### config.mk
export PLATFORM = sky130hd
export DESIGN_NAME = pipeline_hazard_ctrl_flat
export DESIGN_NICKNAME = d
export VERILOG_FILES = /design/src/rtl/pipeline_hazard_ctrl_pkg.sv /design/src/rtl/pipeline_hazard_ctrl_if.sv /design/src/rtl/pipeline_hazard_ctrl_hazard_detect.sv /design/src/rtl/pipeline_hazard_ctrl.sv /design/src/flat_wrapper.sv
export SDC_FILE = /design/constraint.sdc
export NUM_CORES = 1
export LEC_CHECK = 0
export ABC_AREA = 0
export BUFFER_PORTS_ARGS = -buffer_cell sky130_fd_sc_hd__buf_2
export CORE_ASPECT_RATIO = 0.6
export CORE_MARGIN = 5
export CORE_UTILIZATION = 46
export CTS_CLUSTER_SIZE = 20
export DETAILED_ROUTE_END_ITERATION = 8
export PLACE_DENSITY = 0.81
export RECOVER_POWER = 25
export SLEW_MARGIN = 20
export SYNTH_ARGS = -nofsm -noshare
export SYNTH_HDL_FRONTEND = slang
export SYNTH_SLANG_ARGS = --single-unit
### constraint.sdc
create_clock -name clk -period 3.3 [get_ports clk]
set_input_delay 0 -clock clk [delete_from_list [all_inputs] [get_ports clk]]
set_output_delay 0 -clock clk [all_outputs]
set_load 0.01 [all_outputs]
### src/rtl/pipeline_hazard_ctrl_pkg.sv
// pipeline_hazard_ctrl_pkg: controller state encoding and shared register constants
package pipeline_hazard_ctrl_pkg;
    typedef enum logic [1:0] {
        CTRL_RUN      = 2'd0,
        CTRL_FLUSH    = 2'd1,
        CTRL_BUSY     = 2'd2,
        CTRL_EXT_HOLD = 2'd3
    } ctrl_state_e;
    localparam logic [4:0] ZERO_REG = 5'b0;
endpackage

### src/rtl/pipeline_hazard_ctrl_if.sv
// pipeline_hazard_ctrl_if: hazard requests from the pipeline and hold/flush controls back to it
interface pipeline_hazard_ctrl_if;
    logic        ex_jump_flag_in;
    logic [31:0] ex_jump_addr_in;
    logic        ex_load_flag_in;
    logic [4:0]  ex_write_addr_in;
    logic        ex_busy_in;
    logic [4:0]  id_reg1_addr_in;
    logic [4:0]  id_reg2_addr_in;
    logic        id_reg1_re_in;
    logic        id_reg2_re_in;
    logic        ext_hold_req_in;
    logic        ctrl_jump_flag_out;
    logic [31:0] ctrl_jump_addr_out;
    logic        ctrl_pc_hold_out;
    logic        ctrl_ifd_hold_out;
    logic        ctrl_ifd_flush_out;
    logic        ctrl_idd_hold_out;
    logic        ctrl_idd_flush_out;
    logic [1:0]  ctrl_state_out;
    logic [31:0] ctrl_stall_cnt_out;
    modport master (
        output ex_jump_flag_in, ex_jump_addr_in, ex_load_flag_in, ex_write_addr_in, ex_busy_in,
               id_reg1_addr_in, id_reg2_addr_in, id_reg1_re_in, id_reg2_re_in, ext_hold_req_in,
        input  ctrl_jump_flag_out, ctrl_jump_addr_out, ctrl_pc_hold_out, ctrl_ifd_hold_out,
               ctrl_ifd_flush_out, ctrl_idd_hold_out, ctrl_idd_flush_out, ctrl_state_out,
               ctrl_stall_cnt_out
    );
    modport slave (
        input  ex_jump_flag_in, ex_jump_addr_in, ex_load_flag_in, ex_write_addr_in, ex_busy_in,
               id_reg1_addr_in, id_reg2_addr_in, id_reg1_re_in, id_reg2_re_in, ext_hold_req_in,
        output ctrl_jump_flag_out, ctrl_jump_addr_out, ctrl_pc_hold_out, ctrl_ifd_hold_out,
               ctrl_ifd_flush_out, ctrl_idd_hold_out, ctrl_idd_flush_out, ctrl_state_out,
               ctrl_stall_cnt_out
    );
endinterface

### src/rtl/pipeline_hazard_ctrl_hazard_detect.sv
// hazard_detect: load-use dependency between the load in EX and the source registers read in ID
module hazard_detect
    import pipeline_hazard_ctrl_pkg::*;
(
    input  logic       i_ex_load,
    input  logic [4:0] i_ex_rd,
    input  logic [4:0] i_rs1,
    input  logic [4:0] i_rs2,
    input  logic       i_re1,
    input  logic       i_re2,
    output logic       o_load_use
);
    assign o_load_use = i_ex_load && (i_ex_rd != ZERO_REG) &&
                        ((i_re1 && (i_rs1 == i_ex_rd)) || (i_re2 && (i_rs2 == i_ex_rd)));
endmodule

### src/rtl/pipeline_hazard_ctrl.sv
// pipeline_hazard_ctrl: stall/flush sequencing FSM for the PC, IF/ID and ID/EX registers
module pipeline_hazard_ctrl
    import pipeline_hazard_ctrl_pkg::*;
#(
    parameter int FLUSH_DEPTH = 2
) (
    input logic                 clk,
    input logic                 rst,
    pipeline_hazard_ctrl_if.slave io_bus
);
    localparam logic [2:0] FLUSH_INIT = 3'(FLUSH_DEPTH - 1);
    ctrl_state_e r_state, w_next;
    logic [2:0]  r_flush_cnt, w_flush_cnt_next;
    logic [31:0] r_stall_cnt;
    logic        w_load_use, w_run, w_jump, w_rest, w_hold_st, w_flush_st;
    hazard_detect u_hazard_detect (
        .i_ex_load  (io_bus.ex_load_flag_in),
        .i_ex_rd    (io_bus.ex_write_addr_in),
        .i_rs1      (io_bus.id_reg1_addr_in),
        .i_rs2      (io_bus.id_reg2_addr_in),
        .i_re1      (io_bus.id_reg1_re_in),
        .i_re2      (io_bus.id_reg2_re_in),
        .o_load_use (w_load_use)
    );
    // Cycles in which RUN priorities apply, including the Mealy exits from BUSY/EXT_HOLD
    assign w_run = (r_state == CTRL_RUN) ||
                   (r_state == CTRL_BUSY && !io_bus.ex_busy_in) ||
                   (r_state == CTRL_EXT_HOLD && (io_bus.ex_jump_flag_in || !io_bus.ext_hold_req_in));
    assign w_jump     = !rst && w_run && io_bus.ex_jump_flag_in;
    assign w_rest     = !rst && w_run && !io_bus.ex_jump_flag_in;
    assign w_hold_st  = !rst && !w_run && (r_state == CTRL_BUSY || r_state == CTRL_EXT_HOLD);
    assign w_flush_st = !rst && (r_state == CTRL_FLUSH);
    always_ff @(posedge clk) begin
        if (rst) begin
            r_state     <= CTRL_RUN;
            r_flush_cnt <= 3'd0;
            r_stall_cnt <= 32'd0;
        end else begin
            r_state     <= w_next;
            r_flush_cnt <= w_flush_cnt_next;
            r_stall_cnt <= r_stall_cnt + {31'd0, io_bus.ctrl_pc_hold_out};
        end
    end
    always_comb begin
        w_next           = r_state;
        w_flush_cnt_next = r_flush_cnt;
        if (r_state == CTRL_FLUSH) begin
            w_flush_cnt_next = r_flush_cnt - 3'd1;
            w_next           = (r_flush_cnt == 3'd1) ? CTRL_RUN : CTRL_FLUSH;
        end else if (w_run) begin
            w_flush_cnt_next = io_bus.ex_jump_flag_in ? FLUSH_INIT : r_flush_cnt;
            w_next = io_bus.ex_jump_flag_in ? ((FLUSH_DEPTH > 1) ? CTRL_FLUSH : CTRL_RUN) :
                     io_bus.ex_busy_in      ? CTRL_BUSY :
                     w_load_use             ? CTRL_RUN :
                     io_bus.ext_hold_req_in ? CTRL_EXT_HOLD : CTRL_RUN;
        end
    end
    always_comb begin
        io_bus.ctrl_jump_flag_out = w_jump;
        io_bus.ctrl_jump_addr_out = w_jump ? io_bus.ex_jump_addr_in : 32'd0;
        io_bus.ctrl_pc_hold_out   = w_hold_st ||
                                    (w_rest && (io_bus.ex_busy_in || w_load_use || io_bus.ext_hold_req_in));
        io_bus.ctrl_ifd_hold_out  = io_bus.ctrl_pc_hold_out;
        io_bus.ctrl_ifd_flush_out = w_jump || w_flush_st;
        io_bus.ctrl_idd_flush_out = w_jump || w_flush_st || (w_rest && !io_bus.ex_busy_in && w_load_use);
        io_bus.ctrl_idd_hold_out  = w_hold_st ||
                                    (w_rest && (io_bus.ex_busy_in || (!w_load_use && io_bus.ext_hold_req_in)));
        io_bus.ctrl_state_out     = rst ? 2'd0 : r_state;
        io_bus.ctrl_stall_cnt_out = rst ? 32'd0 : r_stall_cnt;
    end
endmodule

### src/flat_wrapper.sv
// flat-port wrapper written by rule: the top's interface ports become plain ports
module pipeline_hazard_ctrl_flat import pipeline_hazard_ctrl_pkg::*;
#(
    parameter int FLUSH_DEPTH = 2
)
  (clk, rst, io_bus_ex_jump_flag_in, io_bus_ex_jump_addr_in, io_bus_ex_load_flag_in, io_bus_ex_write_addr_in, io_bus_ex_busy_in, io_bus_id_reg1_addr_in, io_bus_id_reg2_addr_in, io_bus_id_reg1_re_in, io_bus_id_reg2_re_in, io_bus_ext_hold_req_in, io_bus_ctrl_jump_flag_out, io_bus_ctrl_jump_addr_out, io_bus_ctrl_pc_hold_out, io_bus_ctrl_ifd_hold_out, io_bus_ctrl_ifd_flush_out, io_bus_ctrl_idd_hold_out, io_bus_ctrl_idd_flush_out, io_bus_ctrl_state_out, io_bus_ctrl_stall_cnt_out);
  pipeline_hazard_ctrl_if io_bus_i ();
  input logic clk;
  input logic rst;
  input wire logic [$bits(io_bus_i.ex_jump_flag_in)-1:0] io_bus_ex_jump_flag_in;
  input wire logic [$bits(io_bus_i.ex_jump_addr_in)-1:0] io_bus_ex_jump_addr_in;
  input wire logic [$bits(io_bus_i.ex_load_flag_in)-1:0] io_bus_ex_load_flag_in;
  input wire logic [$bits(io_bus_i.ex_write_addr_in)-1:0] io_bus_ex_write_addr_in;
  input wire logic [$bits(io_bus_i.ex_busy_in)-1:0] io_bus_ex_busy_in;
  input wire logic [$bits(io_bus_i.id_reg1_addr_in)-1:0] io_bus_id_reg1_addr_in;
  input wire logic [$bits(io_bus_i.id_reg2_addr_in)-1:0] io_bus_id_reg2_addr_in;
  input wire logic [$bits(io_bus_i.id_reg1_re_in)-1:0] io_bus_id_reg1_re_in;
  input wire logic [$bits(io_bus_i.id_reg2_re_in)-1:0] io_bus_id_reg2_re_in;
  input wire logic [$bits(io_bus_i.ext_hold_req_in)-1:0] io_bus_ext_hold_req_in;
  output wire logic [$bits(io_bus_i.ctrl_jump_flag_out)-1:0] io_bus_ctrl_jump_flag_out;
  output wire logic [$bits(io_bus_i.ctrl_jump_addr_out)-1:0] io_bus_ctrl_jump_addr_out;
  output wire logic [$bits(io_bus_i.ctrl_pc_hold_out)-1:0] io_bus_ctrl_pc_hold_out;
  output wire logic [$bits(io_bus_i.ctrl_ifd_hold_out)-1:0] io_bus_ctrl_ifd_hold_out;
  output wire logic [$bits(io_bus_i.ctrl_ifd_flush_out)-1:0] io_bus_ctrl_ifd_flush_out;
  output wire logic [$bits(io_bus_i.ctrl_idd_hold_out)-1:0] io_bus_ctrl_idd_hold_out;
  output wire logic [$bits(io_bus_i.ctrl_idd_flush_out)-1:0] io_bus_ctrl_idd_flush_out;
  output wire logic [$bits(io_bus_i.ctrl_state_out)-1:0] io_bus_ctrl_state_out;
  output wire logic [$bits(io_bus_i.ctrl_stall_cnt_out)-1:0] io_bus_ctrl_stall_cnt_out;
  assign io_bus_i.ex_jump_flag_in = io_bus_ex_jump_flag_in;
  assign io_bus_i.ex_jump_addr_in = io_bus_ex_jump_addr_in;
  assign io_bus_i.ex_load_flag_in = io_bus_ex_load_flag_in;
  assign io_bus_i.ex_write_addr_in = io_bus_ex_write_addr_in;
  assign io_bus_i.ex_busy_in = io_bus_ex_busy_in;
  assign io_bus_i.id_reg1_addr_in = io_bus_id_reg1_addr_in;
  assign io_bus_i.id_reg2_addr_in = io_bus_id_reg2_addr_in;
  assign io_bus_i.id_reg1_re_in = io_bus_id_reg1_re_in;
  assign io_bus_i.id_reg2_re_in = io_bus_id_reg2_re_in;
  assign io_bus_i.ext_hold_req_in = io_bus_ext_hold_req_in;
  assign io_bus_ctrl_jump_flag_out = io_bus_i.ctrl_jump_flag_out;
  assign io_bus_ctrl_jump_addr_out = io_bus_i.ctrl_jump_addr_out;
  assign io_bus_ctrl_pc_hold_out = io_bus_i.ctrl_pc_hold_out;
  assign io_bus_ctrl_ifd_hold_out = io_bus_i.ctrl_ifd_hold_out;
  assign io_bus_ctrl_ifd_flush_out = io_bus_i.ctrl_ifd_flush_out;
  assign io_bus_ctrl_idd_hold_out = io_bus_i.ctrl_idd_hold_out;
  assign io_bus_ctrl_idd_flush_out = io_bus_i.ctrl_idd_flush_out;
  assign io_bus_ctrl_state_out = io_bus_i.ctrl_state_out;
  assign io_bus_ctrl_stall_cnt_out = io_bus_i.ctrl_stall_cnt_out;
  pipeline_hazard_ctrl #(.FLUSH_DEPTH(FLUSH_DEPTH)) u_core (.clk(clk), .rst(rst), .io_bus(io_bus_i));
endmodule
==> reports/summary.txt <==
status: finished, violations left
failing checks: max-capacitance violations, max-slew violations
Syn Inst Count: 310
Die W: 106 um
top routing layer used: met4
DRC viols: 0
layout cells sized above 1: 0.309
Slew Limit Fails: 42
final hold vios: 0
Internal: 0.000798 W
routed wl met2: 2970 um
Final Instance Area: 3250 um2
postcts setup bufs: 0
Reg power frac: 0.435
YS warnings: 0
switching part of the total power: 0.263
hpwl dp: 5270 um
Lkg Pwr: 1.41 nW
Fill cells: 471
syn avg cell area: 8.14 um2
total track usage: 0.186
Setup-failing EPs final: 0
Sink Count: 37
clock power share: 0.378
Max IR drop VDD: 0.182 mV
Worst setup SP type: register
Final min period: 2.95 ns
worst hold slack: 0.0480 ns
RSZ-0062 raised after global routing: no
Congestion Overflow GR: 0
layout net count: 485
drt wl/cell: 13.5 um
Primary FF master, synth: dfxtp_1
signal arrival time at the worst endpoint: 3.10 ns
Power Dens Cells: 333 nW/um2
Detail Route Antenna Nets: 0
worst endpoint required time: 3.45 ns
Setup CP Type: register to register
Post-synth EDFFs: 0
Crit. End Element: register
Final Util: 0.628
Clock Pin Slew Worst Setup and Hold Paths: 0.08 ns
Tot Pwr: 0.00108 W
largest net degree at the start of global routing: 42
Root Driver: clkbuf_8
gpl congestion: 0.851
sequential share of the synthesized area: 0.294
max_slew headroom: -0.0622
Hold Path Depth: 2
actual slew at the worst max-slew pin: 1.59 ns
Vias: 2475
Synth-to-Final Area Change: 28.9%
Clock Path Buffers: 2
Initial Util: 0.487
mean number of vias per cell: 5.02
vias in the first global route: 2403
sw power: 0.000285 W
DRT Pass-1 Iters: 5
CTS tree: built
worst hold path type: primary input to register
Post-Syn Area: 2520 um2
first-pass GRT wire length: 10800 um
Syn Nets: 369
Seq cells post-synth: 37
num rows: 20
WL met1: 3100 um
worst-path maximum fanout: 12
Die ar.: 7110 um2
MaxCap Viol Count: 1
ys async rst share: 0
antenna cell count: 0
Area after DPL: 3150 um2
Comb pwr share: 0.187
total CTS buffers: 5
Cell variety after synth: 45
initial antenna violation count: 0
WL final: 6640 um
IO Port Bufs: 126
io pins: 127
Highest Clock Rate: 339 MHz
TNS Setup: 0 ns
Placeable Area: 5180 um2
met3 WL: 518 um
Skew-Pair Late Insertion Delay: 0.29 ns
initial DRC count: 90
Tcrit/Tclk final: 0.894
chip height: 67.4 um
R2R depth: 11
H-tree levels: 2
skew final: 0.0127 ns
==> power by group through the flow <==
stage          Sequential [W]  Clock [W]  Combinational, W
5_1_grt              0.000472   0.000441          0.000224
6_report             0.000471   0.000410          0.000202
3_5_place_dp         0.000481          0          0.000200
2_1_floorplan        0.000475          0          0.000126
4_1_cts              0.000470   0.000418          0.000201
3_3_place_gp         0.000480          0          0.000195
==> final timing paths <==
kind | startpoint | endpoint | slack [ns]
max reg2reg | u_core.r_state[0] | u_core.r_stall_cnt[22] | 0.35
min reg2reg | u_core.r_stall_cnt[11] | u_core.r_stall_cnt[11] | 0.51
max | u_core.r_state[0] | u_core.r_stall_cnt[22] | 0.35
min | io_bus_ext_hold_req_in | u_core.r_state[1] | 0.05
==> Yosys cell counts, types with 2 or more instances <==
cell type	count	area (um2)
nor2_1	42	158
dfxtp_1	37	741
and2_1	34	213
nor2b_1	34	213
xnor2_1	33	289
nand2_1	13	48.8
clkbuf_1	11	41.3
nand3_1	11	55.1
inv_1	10	37.5
o21ai_0	9	45.0
nor4_2	8	100
a21oi_1	7	35.0
ha_1	4	50.1
nand4_1	4	25.0
nor3_1	4	20.0
or3_1	4	25.0
xor2_1	4	35.0
and4_1	3	26.3
buf_4	3	22.5
nand4_4	3	63.8
nor4_1	3	18.8
a22oi_1	2	15.0
a31o_2	2	17.5
buf_2	2	10.0
nand2b_1	2	12.5
o32ai_1	2	17.5
==> cell families after synthesis <==
| logic type | share of synthesized area |
|---|---|
| buffers and inverters | 0.0521 |
| AOI/OAI and AO/OA | 0.0764 |
| adders and majority gates | 0.0198 |
| xor gates and xnor gates | 0.128 |
| and+or+nand+nor | 0.430 |
| DFF | 0.294 |
==> area by class of cell <==
cell class,instances,area (um2),area share
Clock buffer,6,82.6,0.0254
Clock inverter,2,37.5,0.0115
Tap cell,66,82.6,0.0254
Timing Repair Buffer,128,611,0.188
Sequential cell,37,741,0.228
Inverter,10,37.5,0.0115
Multi-Input combinational cell,244,1660,0.511
==> what timing repair did <==
| item | CTS | global route |
|---|---|---|
| hold buffers | 0 | 0 |
| endpoints found under the setup margin | 0 | 6 |
| gates resized for setup | 0 | 2 |
==> placed cells by master, fill, tap and decap left out, types with 6 or more instances in the layout <==
cell      count
dfxtp_1      37
nand2_1      13
inv_1        10
xnor2_1      33
nor2b_1      34
nor4_2        8
nand3_1      11
and2_1       34
clkbuf_1     26
clkbuf_8      6
buf_2       101
nor2_1       42
a21oi_1       7
o21ai_0       9
==> registers in the layout, summed over array words and instances, names as in the netlist <==
register            cells
u_core.r_stall_cnt     32
u_core.r_state          2
u_core.r_flush_cnt      3
==> layer usage <==
metal / up-vias / GRT usage
met5: - / 0
met4: 0 / 0.0420
met3: 5 / 0.0621
met2: 82 / 0.313
met1: 1123 / 0.235
li1: 1265 / -
==> critical path, stage by stage (launching register included) <==
cell      delay (ns)
dfxtp_1         0.35
nor2b_1         0.30
nand2b_1        0.18
a21oi_1         0.10
o32ai_2         0.33
ha_2            0.30
ha_1            0.22
and2_1          0.22
nand4_4         0.25
nor4_4          0.34
xnor2_1         0.15
nor2_1          0.05
==> stage by stage <==
| step | setup slack [ns] | std cells |
|---|---|---|
| after floorplan | 0.375 | 310 |
| after global placement | 0.423 | 484 |
| after detailed placement | 0.236 | 484 |
| after CTS | 0.214 | 492 |
| after global routing | 0.103 | 493 |
| final | 0.351 | 493 |
No activity file was read; power rests on OpenSTA's default activity.
